`config.mk`:
```
export PLATFORM = sky130hd
export DESIGN_NAME = spi_slave_port_flat
export DESIGN_NICKNAME = d
export VERILOG_FILES = /design/src/rtl/spi_slave_port_pkg.sv /design/src/rtl/spi_slave_port_if.sv /design/src/rtl/spi_slave_port_sync_edge.sv /design/src/rtl/spi_slave_port.sv /design/src/flat_wrapper.sv
export SDC_FILE = /design/constraint.sdc
export NUM_CORES = 1
export LEC_CHECK = 0
export CAP_MARGIN = 30
export CORE_ASPECT_RATIO = 0.75
export CORE_MARGIN = 5
export CORE_UTILIZATION = 48
export DETAILED_ROUTE_END_ITERATION = 10
export DONT_BUFFER_PORTS = 1
export GPL_ROUTABILITY_DRIVEN = 0
export PLACE_DENSITY = 0.61
export SLEW_MARGIN = 10
export SYNTH_ARGS = -nofsm -noshare
export SYNTH_HDL_FRONTEND = slang
export SYNTH_SLANG_ARGS = --single-unit
```
`constraint.sdc`:
```
create_clock -name CLK -period 2.3 [get_ports CLK]
set_clock_uncertainty 0.05 [all_clocks]
set_input_delay 0.345 -clock CLK [delete_from_list [all_inputs] [get_ports CLK]]
set_output_delay 0.345 -clock CLK [all_outputs]
set_load 0.02 [all_outputs]
```
`src/rtl/spi_slave_port_pkg.sv`:
```
// Shared definitions for the SPI slave port: FSM encodings, mode bit positions
// and the CPOL/CPHA edge selection helpers.
package spi_slave_port_pkg;

    typedef enum logic [1:0] {
        ST_IDLE   = 2'd0,
        ST_ACTIVE = 2'd1,
        ST_DONE   = 2'd2
    } spi_state_e;

    localparam int MODE_CPHA_BIT = 0;
    localparam int MODE_CPOL_BIT = 1;

    // Leading edge leaves the idle level; trailing edge returns to it.
    function automatic logic sample_edge_sel(input logic [1:0] mode,
                                             input logic rise, input logic fall);
        logic leading;
        logic trailing;
        leading  = mode[MODE_CPOL_BIT] ? fall : rise;
        trailing = mode[MODE_CPOL_BIT] ? rise : fall;
        return mode[MODE_CPHA_BIT] ? trailing : leading;
    endfunction

    function automatic logic shift_edge_sel(input logic [1:0] mode,
                                            input logic rise, input logic fall);
        logic leading;
        logic trailing;
        leading  = mode[MODE_CPOL_BIT] ? fall : rise;
        trailing = mode[MODE_CPOL_BIT] ? rise : fall;
        return mode[MODE_CPHA_BIT] ? leading : trailing;
    endfunction

endpackage

```
`src/rtl/spi_slave_port_if.sv`:
```
// Pin and host-side bundle of the SPI slave port; master drives the SPI pins
// and host controls, slave is the port itself.
interface spi_slave_port_if #(parameter int DATA_W = 8);

    logic              cpol_in;
    logic              cpha_in;
    logic              sclk_in;
    logic              ss_n_in;
    logic              mosi_in;
    logic [DATA_W-1:0] tx_data;
    logic              tx_load;
    logic              rx_ack;
    logic [DATA_W-1:0] rx_data;
    logic              rx_valid;
    logic              overrun;
    logic              miso_out;
    logic              miso_oe;
    logic              busy;

    modport master (
        output cpol_in, cpha_in, sclk_in, ss_n_in, mosi_in, tx_data, tx_load, rx_ack,
        input  rx_data, rx_valid, overrun, miso_out, miso_oe, busy
    );

    modport slave (
        input  cpol_in, cpha_in, sclk_in, ss_n_in, mosi_in, tx_data, tx_load, rx_ack,
        output rx_data, rx_valid, overrun, miso_out, miso_oe, busy
    );

endinterface

```
`src/rtl/spi_slave_port_sync_edge.sv`:
```
// Multi-stage synchronizer for an asynchronous SPI pin with rise/fall pulses
// derived from the synchronized level. STAGES must be at least 2.
module spi_slave_port_sync_edge #(
    parameter int   STAGES  = 2,
    parameter logic RST_VAL = 1'b0
) (
    input  logic CLK,
    input  logic RST_N,
    input  logic d,
    output logic q,
    output logic rise,
    output logic fall
);

    logic [STAGES-1:0] sync_r;
    logic              prev_r;

    // synchronizer chain plus one-cycle history for edge detection
    always_ff @(posedge CLK or negedge RST_N) begin
        if (!RST_N) begin
            sync_r <= {STAGES{RST_VAL}};
            prev_r <= RST_VAL;
        end else begin
            sync_r <= {sync_r[STAGES-2:0], d};
            prev_r <= sync_r[STAGES-1];
        end
    end

    assign q    = sync_r[STAGES-1];
    assign rise = q & ~prev_r;
    assign fall = ~q & prev_r;

endmodule

```
`src/rtl/spi_slave_port.sv`:
```
// SPI slave endpoint: oversampled SCLK/SS_N/MOSI, LSB-first, all CPOL/CPHA modes,
// host TX holding register and RX valid/ack handshake with overrun flag.
module spi_slave_port
    import spi_slave_port_pkg::*;
#(
    parameter int DATA_W      = 8,
    parameter int SYNC_STAGES = 2
) (
    input  logic             CLK,
    input  logic             RST_N,
    spi_slave_port_if.slave  bus
);

    localparam int CNT_W = $clog2(DATA_W + 1);

    spi_state_e        state_r;
    spi_state_e        state_next_s;
    logic              sclk_s, sclk_rise_s, sclk_fall_s;
    logic              ss_n_s, ss_rise_s, ss_fall_s;
    logic              mosi_s, mosi_rise_s, mosi_fall_s;
    logic              unused_s;
    logic              start_s, complete_s, abort_s, sample_s, shift_s;
    logic [1:0]        mode_r;
    logic [CNT_W-1:0]  cnt_r;
    logic [DATA_W-1:0] rx_sr_r;
    logic [DATA_W-1:0] tx_sr_r;
    logic [DATA_W-1:0] tx_hold_r;
    logic [DATA_W-1:0] rx_data_r;
    logic              rx_valid_r, overrun_r, miso_r, miso_oe_r, busy_r;
    logic              skip_r, armed_r;

    // Reset value 0 on SS_N: a select already low when reset releases never
    // produces a falling edge, so no partial frame can start.
    spi_slave_port_sync_edge #(.STAGES(SYNC_STAGES), .RST_VAL(1'b0)) u_sync_sclk (
        .CLK(CLK), .RST_N(RST_N), .d(bus.sclk_in),
        .q(sclk_s), .rise(sclk_rise_s), .fall(sclk_fall_s)
    );

    spi_slave_port_sync_edge #(.STAGES(SYNC_STAGES), .RST_VAL(1'b0)) u_sync_ss (
        .CLK(CLK), .RST_N(RST_N), .d(bus.ss_n_in),
        .q(ss_n_s), .rise(ss_rise_s), .fall(ss_fall_s)
    );

    spi_slave_port_sync_edge #(.STAGES(SYNC_STAGES), .RST_VAL(1'b0)) u_sync_mosi (
        .CLK(CLK), .RST_N(RST_N), .d(bus.mosi_in),
        .q(mosi_s), .rise(mosi_rise_s), .fall(mosi_fall_s)
    );

    assign unused_s = ^{sclk_s, ss_rise_s, mosi_rise_s, mosi_fall_s};

    // FSM state register
    always_ff @(posedge CLK or negedge RST_N) begin
        if (!RST_N) begin
            state_r <= ST_IDLE;
        end else begin
            state_r <= state_next_s;
        end
    end

    // FSM next-state logic
    always_comb begin
        state_next_s = state_r;
        case (state_r)
            ST_IDLE: begin
                if (start_s) state_next_s = ST_ACTIVE;
                else         state_next_s = ST_IDLE;
            end
            ST_ACTIVE: begin
                if (cnt_r == CNT_W'(DATA_W)) state_next_s = ST_DONE;
                else if (ss_n_s)             state_next_s = ST_IDLE;
                else                         state_next_s = ST_ACTIVE;
            end
            ST_DONE: begin
                if (ss_n_s) state_next_s = ST_IDLE;
                else        state_next_s = ST_DONE;
            end
            default: state_next_s = ST_IDLE;
        endcase
    end

    // FSM output decode: frame events and qualified SCLK edges
    always_comb begin
        start_s    = 1'b0;
        complete_s = 1'b0;
        abort_s    = 1'b0;
        sample_s   = 1'b0;
        shift_s    = 1'b0;
        case (state_r)
            ST_IDLE: begin
                if (ss_fall_s && armed_r) start_s = 1'b1;
                else                      start_s = 1'b0;
            end
            ST_ACTIVE: begin
                if (cnt_r == CNT_W'(DATA_W)) begin
                    complete_s = 1'b1;
                end else if (ss_n_s) begin
                    abort_s = 1'b1;
                end else begin
                    sample_s = sample_edge_sel(mode_r, sclk_rise_s, sclk_fall_s);
                    shift_s  = shift_edge_sel(mode_r, sclk_rise_s, sclk_fall_s);
                end
            end
            ST_DONE: begin
                complete_s = 1'b0;
            end
            default: begin
                start_s = 1'b0;
            end
        endcase
    end

    // Shift datapath: mode latch, bit counter, RX/TX shift registers, MISO bit
    always_ff @(posedge CLK or negedge RST_N) begin
        if (!RST_N) begin
            mode_r  <= 2'b00;
            cnt_r   <= {CNT_W{1'b0}};
            rx_sr_r <= {DATA_W{1'b0}};
            tx_sr_r <= {DATA_W{1'b0}};
            miso_r  <= 1'b0;
            skip_r  <= 1'b0;
        end else if (start_s) begin
            mode_r[MODE_CPOL_BIT] <= bus.cpol_in;
            mode_r[MODE_CPHA_BIT] <= bus.cpha_in;
            cnt_r   <= {CNT_W{1'b0}};
            tx_sr_r <= tx_hold_r;
            miso_r  <= tx_hold_r[0];
            skip_r  <= bus.cpha_in;
        end else if (abort_s || complete_s) begin
            cnt_r <= {CNT_W{1'b0}};
        end else begin
            if (sample_s) begin
                rx_sr_r <= {mosi_s, rx_sr_r[DATA_W-1:1]};
                cnt_r   <= cnt_r + CNT_W'(1);
            end
            // With CPHA=1 bit0 is already driven, so the first shift edge is a no-op.
            if (shift_s) begin
                if (skip_r) begin
                    skip_r <= 1'b0;
                end else begin
                    tx_sr_r <= {1'b0, tx_sr_r[DATA_W-1:1]};
                    miso_r  <= tx_sr_r[1];
                end
            end
        end
    end

    // TX holding register, copied into the shifter only at frame start
    always_ff @(posedge CLK or negedge RST_N) begin
        if (!RST_N) begin
            tx_hold_r <= {DATA_W{1'b0}};
        end else if (bus.tx_load) begin
            tx_hold_r <= bus.tx_data;
        end else begin
            tx_hold_r <= tx_hold_r;
        end
    end

    // RX handshake; a completion beats a same-cycle acknowledge
    always_ff @(posedge CLK or negedge RST_N) begin
        if (!RST_N) begin
            rx_data_r  <= {DATA_W{1'b0}};
            rx_valid_r <= 1'b0;
            overrun_r  <= 1'b0;
        end else begin
            overrun_r <= complete_s & rx_valid_r & ~bus.rx_ack;
            if (complete_s) begin
                rx_data_r  <= rx_sr_r;
                rx_valid_r <= 1'b1;
            end else if (bus.rx_ack) begin
                rx_valid_r <= 1'b0;
            end else begin
                rx_valid_r <= rx_valid_r;
            end
        end
    end

    // Arming after reset (select seen high) and registered status outputs
    always_ff @(posedge CLK or negedge RST_N) begin
        if (!RST_N) begin
            armed_r   <= 1'b0;
            miso_oe_r <= 1'b0;
            busy_r    <= 1'b0;
        end else begin
            armed_r   <= armed_r | ss_n_s;
            miso_oe_r <= armed_r & ~ss_n_s;
            busy_r    <= (state_next_s != ST_IDLE);
        end
    end

    assign bus.rx_data  = rx_data_r;
    assign bus.rx_valid = rx_valid_r;
    assign bus.overrun  = overrun_r;
    assign bus.miso_out = miso_r;
    assign bus.miso_oe  = miso_oe_r;
    assign bus.busy     = busy_r;

endmodule

```
`src/flat_wrapper.sv`:
```
// flat-port wrapper written by rule: the top's interface ports become plain ports
module spi_slave_port_flat import spi_slave_port_pkg::*;
#(
    parameter int DATA_W      = 8,
    parameter int SYNC_STAGES = 2
)
  (CLK, RST_N, bus_cpol_in, bus_cpha_in, bus_sclk_in, bus_ss_n_in, bus_mosi_in, bus_tx_data, bus_tx_load, bus_rx_ack, bus_rx_data, bus_rx_valid, bus_overrun, bus_miso_out, bus_miso_oe, bus_busy);
  spi_slave_port_if #(.DATA_W(DATA_W)) bus_i ();
  input  logic CLK;
  input  logic RST_N;
  input wire logic [$bits(bus_i.cpol_in)-1:0] bus_cpol_in;
  input wire logic [$bits(bus_i.cpha_in)-1:0] bus_cpha_in;
  input wire logic [$bits(bus_i.sclk_in)-1:0] bus_sclk_in;
  input wire logic [$bits(bus_i.ss_n_in)-1:0] bus_ss_n_in;
  input wire logic [$bits(bus_i.mosi_in)-1:0] bus_mosi_in;
  input wire logic [$bits(bus_i.tx_data)-1:0] bus_tx_data;
  input wire logic [$bits(bus_i.tx_load)-1:0] bus_tx_load;
  input wire logic [$bits(bus_i.rx_ack)-1:0] bus_rx_ack;
  output wire logic [$bits(bus_i.rx_data)-1:0] bus_rx_data;
  output wire logic [$bits(bus_i.rx_valid)-1:0] bus_rx_valid;
  output wire logic [$bits(bus_i.overrun)-1:0] bus_overrun;
  output wire logic [$bits(bus_i.miso_out)-1:0] bus_miso_out;
  output wire logic [$bits(bus_i.miso_oe)-1:0] bus_miso_oe;
  output wire logic [$bits(bus_i.busy)-1:0] bus_busy;
  assign bus_i.cpol_in = bus_cpol_in;
  assign bus_i.cpha_in = bus_cpha_in;
  assign bus_i.sclk_in = bus_sclk_in;
  assign bus_i.ss_n_in = bus_ss_n_in;
  assign bus_i.mosi_in = bus_mosi_in;
  assign bus_i.tx_data = bus_tx_data;
  assign bus_i.tx_load = bus_tx_load;
  assign bus_i.rx_ack = bus_rx_ack;
  assign bus_rx_data = bus_i.rx_data;
  assign bus_rx_valid = bus_i.rx_valid;
  assign bus_overrun = bus_i.overrun;
  assign bus_miso_out = bus_i.miso_out;
  assign bus_miso_oe = bus_i.miso_oe;
  assign bus_busy = bus_i.busy;
  spi_slave_port #(.DATA_W(DATA_W), .SYNC_STAGES(SYNC_STAGES)) u_core (.CLK(CLK), .RST_N(RST_N), .bus(bus_i));
endmodule
```
======== After elaboration in Yosys (flattened, before gate mapping) ========
Index checks and enable logic that the tools add are counted.
storage, ports and cells
  bits in registers ....................... 55
  bits in latches ......................... 0
  memory bits (writable) .................. 0
  bits in read-only memories .............. 0
  bits of input ports ..................... 17
  output and inout bits ................... 13
  logic and storage cells ................. 86
  memories ................................ 0
cells by class
  add/subtract/negate cells ............... 1
  $mul .................................... 0
  divide/modulo/power cells ............... 0
  order comparisons ....................... 0
  equal/unequal tests ..................... 5
  shift operators ......................... 0
  muxes and demuxes ....................... 38
  bitwise logic cells ..................... 13
  reductions and logical operators ........ 10
operator list
  kind                                           number
  2-to-1 mux 8 bit                               4
  2-to-1 mux 1 bit                               28
  2-to-1 mux 4 bit                               3
  bitwise AND 1 bit                              6
  NOT 1 bit                                      6
  one-hot mux 2 bit (3 select lines)             1
  AND reduction 3 bit                            2
  nonzero test 2 bit                             3
  adder 4 x 1 -> 4 bit, second input constant    1
  == test 4 bit, second input constant           1
  2-to-1 mux 2 bit                               2
  != test 2 x 1 -> 1 bit, second input constant  2
  nonzero test 3 bit                             1
  == test 2 x 1 -> 1 bit, second input constant  1
  == test 2 bit, second input constant           1
  logical NOT 2 bit                              1
  AND reduction 2 bit                            1
  logical AND 1 bit                              1
  logical OR 1 bit                               1
  OR 1 bit                                       1

======== Logic depth before layout (Yosys ltp) ========
Gate-level depths: netlist of the first run.
  word-level depth ........................ 10
  mapped depth ............................ 8
  gate-level depth less buffers ........... 6

======== Cells and area by module ========
From an unflattened synthesis of the first run, not the netlist that was laid out.
second synthesis, totals
  cells, all modules ...................... 175
  area, all modules ....................... 2207.1 sq um
modules (own cells, without submodules)
  module                    instances  cells an instance  area an instance (sq um)  seq. area each (sq um)
  spi_slave_port            1          160                1936.9                    1151.1
  spi_slave_port_sync_edge  3          5                  90.1                      75.1

======== Worst setup path before layout of the first run ========
OpenSTA, ideal clock, no wires.
  path type ............................... register to register
  start point ............................. register u_core.cnt_r[0]
  end point ............................... register u_core.tx_sr_r[0]
  setup time .............................. 0.125 ns
  arrival ................................. 1.949 ns
  data required time ...................... 2.125 ns
  slack ................................... 0.176 ns
  stages on the path, launching flop included .. 8
  buffers on the path ..................... 1
  period minus slack after synthesis ...... 2.124 ns
  path through ............................ dfrtp_1 -> inv_1 -> ha_1 -> and3b_1 -> or3_1 -> buf_2 -> o31ai_4 -> mux2_2
between the ends
  cells in the longest elaborated chain, start to end .. 6
  elaborated cells between the ends (all ways) .. 11
  those cells by class .................... eq/ne (2); mux (6); reduce/logical (3)
RTL lines
  item                               RTL line               source
  start, declared                    spi_slave_port.sv:24   logic [CNT_W-1:0] cnt_r;
  start signal, assigned             spi_slave_port.sv:116  cnt_r <= {CNT_W{1'b0}};
  start signal, assigned             spi_slave_port.sv:124  cnt_r <= {CNT_W{1'b0}};
  start signal, assigned             spi_slave_port.sv:129  cnt_r <= {CNT_W{1'b0}};
  == test 4 bit (*)                  spi_slave_port.sv:94   if (cnt_r == CNT_W'(DATA_W)) begin
  2-to-1 mux 1 bit                   spi_slave_port.sv:94
  2-to-1 mux 1 bit                   spi_slave_port.sv:88   case (state_r)
  logical OR 1 bit                   spi_slave_port.sv:128  end else if (abort_s || complete_s) begin
  != test 2 x 1 -> 1 bit (no line)   n/a
  AND reduction 3 bit (no line) (*)  n/a
  end signal, assigned               spi_slave_port.sv:118  tx_sr_r <= {DATA_W{1'b0}};
  end signal, assigned               spi_slave_port.sv:125  tx_sr_r <= tx_hold_r;
  end signal, assigned               spi_slave_port.sv:140  tx_sr_r <= {1'b0, tx_sr_r[DATA_W-1:1]};
  end, declared                      spi_slave_port.sv:26   logic [DATA_W-1:0] tx_sr_r;
Every way passes the cells marked *; elsewhere a longest branch is shown, timed or not.
A chain may end at the register's enable or synchronous reset.

======== Worst setup path in the final report of the first run ========
Same ends and word-level chain as after synthesis.

==> metrics, run 1 <==
via count 1115; CP max-delay cell or3_1; flops & latches, synth 54; Fin. Hold Viols 0; CTS Buffer Depth 2; Avg WL per Cell 15.0 µm; global-route wire length before repair 5570 µm; Final Setup Violations 0; Detailed Route WL 3260 µm; ANT cells 0; yosys warns 0; met2 routed WL 1460 µm; CTS tree done; RR Endpoint u_core.tx_sr_r[0]; crit-path max FO 8; share of cells above drive strength 1 0.350; total track usage 0.128; Crit Path Class reg2reg; num rows 21; register area share after synthesis 0.633; average cell area after synthesis 14.6 µm²; Nets 178; status finished, final reports clean; FMAX 0.447 GHz; # clock sinks 54; leakage power 1.12 nW; core area 4390 µm²; CP Capture Type flip-flop; die area 5890 µm²; GR Overflow Total 0; commonest non-fill, non-tap cell in the layout dfrtp_1; fin util 0.546; slew of the pin with the lowest slew margin 0.497 ns; TritonRoute pass-1 iters 4; VDD IR-drop max 0.596 mV; Placed Cells 203; Worst Setup Start Kind flip-flop; worst path cell trace inv_1 > ha_1 > and3b_1 > or3_1 > o31ai_4 > buf_12 > mux2_2; DRC Markers 0; post-synthesis cell count 146; fin crit period 2.24 ns; Worst Hold Launch bus_rx_ack; drt via density 5.14; Worst Hold Path Cells 1; Clock Tree Root clkbuf_8; largest net degree at the start of global routing 55; post-synth net total 165; max-cap viol count 0; initial antenna violation count 0; post-route ant nets 0; hpwl dp 2280 µm; slew margin rel. 0.668; die width 87 µm; max incr delay on CP 0.42 ns; # IOs 30; Reg clk slew, reported paths 0.09 ns; FF-to-FF path depth 7; Area Growth Syn to Fin 12.3%; M1 wire length 1510 µm; 1st-iter DRT viols 37; CTS Buf Count 5; most frequent cells in the layout 54 x dfrtp_1, 39 x mux2_2, 10 x nand2_1; Initial Util 0.486; H-tree Lvls 2; R2R Setup Slk 0.06 ns; Synth cell types 29; Cell Pwr Density 835 nW/µm²; clk_lat worst skew 0.31 ns; WL met3 212 µm; setup_tns 0 ns; delay-heaviest family, CP simple AND/OR/NAND/NOR gates; final cell count without fillers 217; worst min path class in2reg; period utilization 0.973; Reg2Reg Launch Point u_core.cnt_r[0]; Die H 67.8 µm; Critical Path AT 2.38 ns; mapped cell area 2130 µm²; number of global-route vias before repair 1182; Critical Path RT 2.44 ns; crit path buf inv count 2; DR top layer met4; Hold EP u_core.bus.overrun; IO Port Bufs 0; fin. max-slew vios 0
[worst max-delay path by stage]
| stage | cells past startpoint | from | slack (ns) | endpoint |
|---|---|---|---|---|
| 2_1_floorplan | 7 | u_core.cnt_r[0] | 0.18 | u_core.tx_sr_r[0] |
| 3_3_place_gp | 6 | u_core.cnt_r[0] | 0.08 | u_core.tx_sr_r[0] |
| 3_5_place_dp | 6 | u_core.cnt_r[0] | 0.03 | u_core.tx_sr_r[3] |
| 4_1_cts | 6 | u_core.cnt_r[0] | 0.005 | u_core.tx_sr_r[0] |
| 5_1_grt | 7 | u_core.cnt_r[0] | -0.01 | u_core.tx_sr_r[0] |
| 6_report | 7 | u_core.cnt_r[0] | 0.06 | u_core.tx_sr_r[0] |
[Yosys cell counts]
| master | count | area, µm² |
|---|---|---|
| nor4b_1 | 1 | 8.76 |
| buf_4 | 1 | 7.51 |
| or2_2 | 2 | 12.5 |
| mux2i_1 | 2 | 20.0 |
| dfrtp_1 | 54 | 1350 |
| ha_1 | 2 | 25.0 |
| a21o_1 | 1 | 7.51 |
| nor2_1 | 3 | 11.3 |
| o22ai_1 | 1 | 6.26 |
| inv_1 | 5 | 18.8 |
| mux2_2 | 39 | 439 |
| o21ai_0 | 1 | 5.00 |
| nand3_1 | 1 | 5.00 |
| clkbuf_1 | 1 | 3.75 |
| nand3b_1 | 1 | 7.51 |
| buf_2 | 2 | 10.0 |
| and2_1 | 1 | 6.26 |
| a211oi_1 | 1 | 7.51 |
| xnor2_1 | 2 | 17.5 |
| a22o_1 | 3 | 26.3 |
| or3_1 | 1 | 6.26 |
| nor2b_1 | 4 | 25.0 |
| o211ai_1 | 1 | 7.51 |
| nor4_1 | 1 | 6.26 |
| a221o_1 | 1 | 10.0 |
| nand2b_1 | 1 | 6.26 |
| and3b_1 | 2 | 17.5 |
| nand2_1 | 10 | 37.5 |
| o31ai_4 | 1 | 21.3 |
[registers in the layout, summed over array words and instances (netlist names), 4 cells and up]
register,cells
u_core.bus.rx_data,8
u_core.rx_sr_r,8
u_core.tx_hold_r,8
u_core.tx_sr_r,8
u_core.cnt_r,4
[where the power goes]
group	switching [mW]	leakage, nW	internal, mW
clock network	0.298	0.0472	0.242
logic	0.110	0.383	0.178
registers	0.0918	0.686	1.08
total	0.500	1.12	1.50
[cell families (layout without fill, tap and decap cells)]
group,count (synthesis),in the layout,synth area share
AO/OA/AOI/OAI,10,10,0.0428
XOR/XNOR,2,2,0.00821
adder cells (fa/ha/maj),2,2,0.0117
buffers and inverters,9,23,0.0188
flip-flops,54,54,0.633
multiplexers,41,41,0.215
AND/OR/NAND/NOR,28,28,0.0703
[per-layer routing]
| metal | global-route usage | vias to the layer above |
|---|---|---|
| li1 | - | 529 |
| met1 | 0.155 | 560 |
| met2 | 0.194 | 20 |
| met3 | 0.0537 | 6 |
| met4 | 0.0700 | 0 |
| met5 | 0 | - |
[metrics by stage]
step / power (mW) / hold slack, ns / area, µm² / setup slack [ns]
2_1_floorplan: 1.39 / -0.000591 / 2130 / 0.176
6_report: 2.00 / 0.0503 / 2400 / 0.0629
5_1_grt: 2.13 / 0.0263 / 2400 / -0.0101
3_3_place_gp: 1.44 / 0.000990 / 2210 / 0.0763
3_5_place_dp: 1.45 / 0.000927 / 2210 / 0.0277
4_1_cts: 2.03 / 0.00120 / 2370 / 0.00497
[cell type report]
cell class | count | area [µm²]
well taps | 57 | 71.3
fillers | 368 | 1990
repair buffers | 10 | 118
clock buffers | 6 | 82.6
clock inverters | 2 | 12.5
inverters | 5 | 18.8
multi-input cells | 83 | 743
flip-flops and latches | 54 | 1350
[timing repair]
action / CTS / global route
buffers inserted: 0 / 1
hold endpoints to repair: 56 / 1
endpoints found under the setup margin: 0 / 7
hold buffers: 4 / 1
resized for setup: 0 / 0
Power figures use the tool's default switching activity.
==> run 2, diff against run 1 <==
- REMOVE_ABC_BUFFERS: default -> 1
==> metrics, run 2 (synthesized netlist as in run 1, its figures left out) <==
status finished, final reports clean; Final Setup Violations 0; max incr delay on CP 0.40 ns; Detailed Route WL 3380 µm; clk_lat worst skew 0.30 ns; setup_tns 0 ns; VDD IR-drop max 0.450 mV; worst path cell trace inv_1 > ha_1 > and3b_1 > or3_4 > o31ai_4 > buf_12 > mux2_2; Worst Setup Start Kind flip-flop; DRC Markers 0; Critical Path AT 2.30 ns; die width 87 µm; GR Overflow Total 0; Die H 67.8 µm; FF-to-FF path depth 7; CTS Buf Count 5; leakage power 1.11 nW; H-tree Lvls 2; 1st-iter DRT viols 41; Initial Util 0.486; Critical Path RT 2.44 ns; CTS Buffer Depth 2; # clock sinks 54; CP Capture Type flip-flop; R2R Setup Slk 0.14 ns; slew of the pin with the lowest slew margin 0.574 ns; core area 4390 µm²; Clock Tree Root clkbuf_8; commonest non-fill, non-tap cell in the layout dfrtp_1; Hold EP u_core.bus.overrun; Worst Hold Path Cells 1; max-cap viol count 0; number of global-route vias before repair 1201; Area Growth Syn to Fin 11.8%; Nets 176; ANT cells 0; worst min path class in2reg; most frequent cells in the layout 54 x dfrtp_1, 39 x mux2_2, 10 x nand2_1; global-route wire length before repair 5880 µm; Worst Hold Launch bus_rx_ack; Fin. Hold Viols 0; RR Endpoint u_core.tx_sr_r[1]; period utilization 0.941; Reg2Reg Launch Point u_core.cnt_r[0]; slew margin rel. 0.616; smallest hold slack 0.0648 ns; # IOs 30; total track usage 0.131; Cell Pwr Density 838 nW/µm²; Avg WL per Cell 15.7 µm; CP max-delay cell dfrtp_1; Reg clk slew, reported paths 0.10 ns; num rows 21; TritonRoute pass-1 iters 4; FMAX 0.462 GHz; share of cells above drive strength 1 0.348; drt via density 5.29; fin. max-slew vios 0; crit-path max FO 8; post-route ant nets 0; die area 5890 µm²; CTS tree done; initial antenna violation count 0; largest net degree at the start of global routing 55; IO Port Bufs 0; via count 1137; Crit Path Class reg2reg; fin crit period 2.16 ns; unrepaired setup endpoints after global routing no; hpwl dp 2380 µm
-- run 2: cell count changes in the layout (fill, tap and decap cells not counted) --
cell and delta:
or3_4 +1, or3_1 -1, buf_4 -2
-- run 2: critical path: cells and delay by family (launching register included) --
kind            cells  cell delay [ns]
buf+inv             2             0.22
flops               1             0.40
compound gates      1             0.29
fa+ha+maj           1             0.20
simple gates        2             0.57
mux                 1             0.34
-- run 2: where the power goes --
group	leakage [nW]	total (mW)	switching, mW	internal (mW)
combinational	0.376	0.290	0.114	0.176
clock	0.0472	0.538	0.295	0.242
sequential	0.686	1.17	0.0912	1.08
-- run 2: per-layer routing --
layer / share of wire / wire length, µm / GRT usage
met4: 0.012 / 42 / 0.0486
met3: 0.055 / 187 / 0.0500
met2: 0.46 / 1540 / 0.193
met1: 0.47 / 1600 / 0.176
met5: 0 / 0 / 0
-- run 2: cell type report --
cell class	instances	area, µm²
fillers	353	2000
clock buffers	6	82.6
multi-input cells	83	748
clock inverters	2	12.5
repair buffers	8	103
inverters	5	18.8
well taps	57	71.3
flip-flops and latches	54	1350
-- run 2: how the worst max path moves through the flow --
stage / start / end / slack [ns] / depth (start not counted)
2_1_floorplan: u_core.cnt_r[0] / u_core.rx_sr_r[0] / 0.02 / 6
3_3_place_gp: u_core.cnt_r[0] / u_core.tx_sr_r[3] / 0.1 / 6
3_5_place_dp: u_core.cnt_r[0] / u_core.tx_sr_r[1] / 0.02 / 6
4_1_cts: u_core.cnt_r[0] / u_core.tx_sr_r[1] / 0.008 / 6
5_1_grt: u_core.cnt_r[0] / u_core.tx_sr_r[0] / 0.07 / 7
6_report: u_core.cnt_r[0] / u_core.tx_sr_r[1] / 0.14 / 7
-- run 2: metrics by stage --
step                      worst slack (ns)  utilization  area (µm²)  power (mW)  instances
after floorplan                     0.0223            -        2110        1.39        142
after global placement              0.0971        0.501        2200        1.43        201
after detailed placement            0.0156        0.501        2200        1.45        201
after CTS                          0.00844        0.532        2330        2.01        211
after global routing                0.0682        0.544        2390        2.11        215
final                                0.136        0.544        2390        2.00        215
-- run 2: timing repair --
item / CTS / global route
hold buffers: 2 / 3
setup buffers: 0 / 1
gates resized for setup: 0 / 1
endpoints found under the setup margin: 0 / 7
endpoints found under the hold margin: 54 / 3
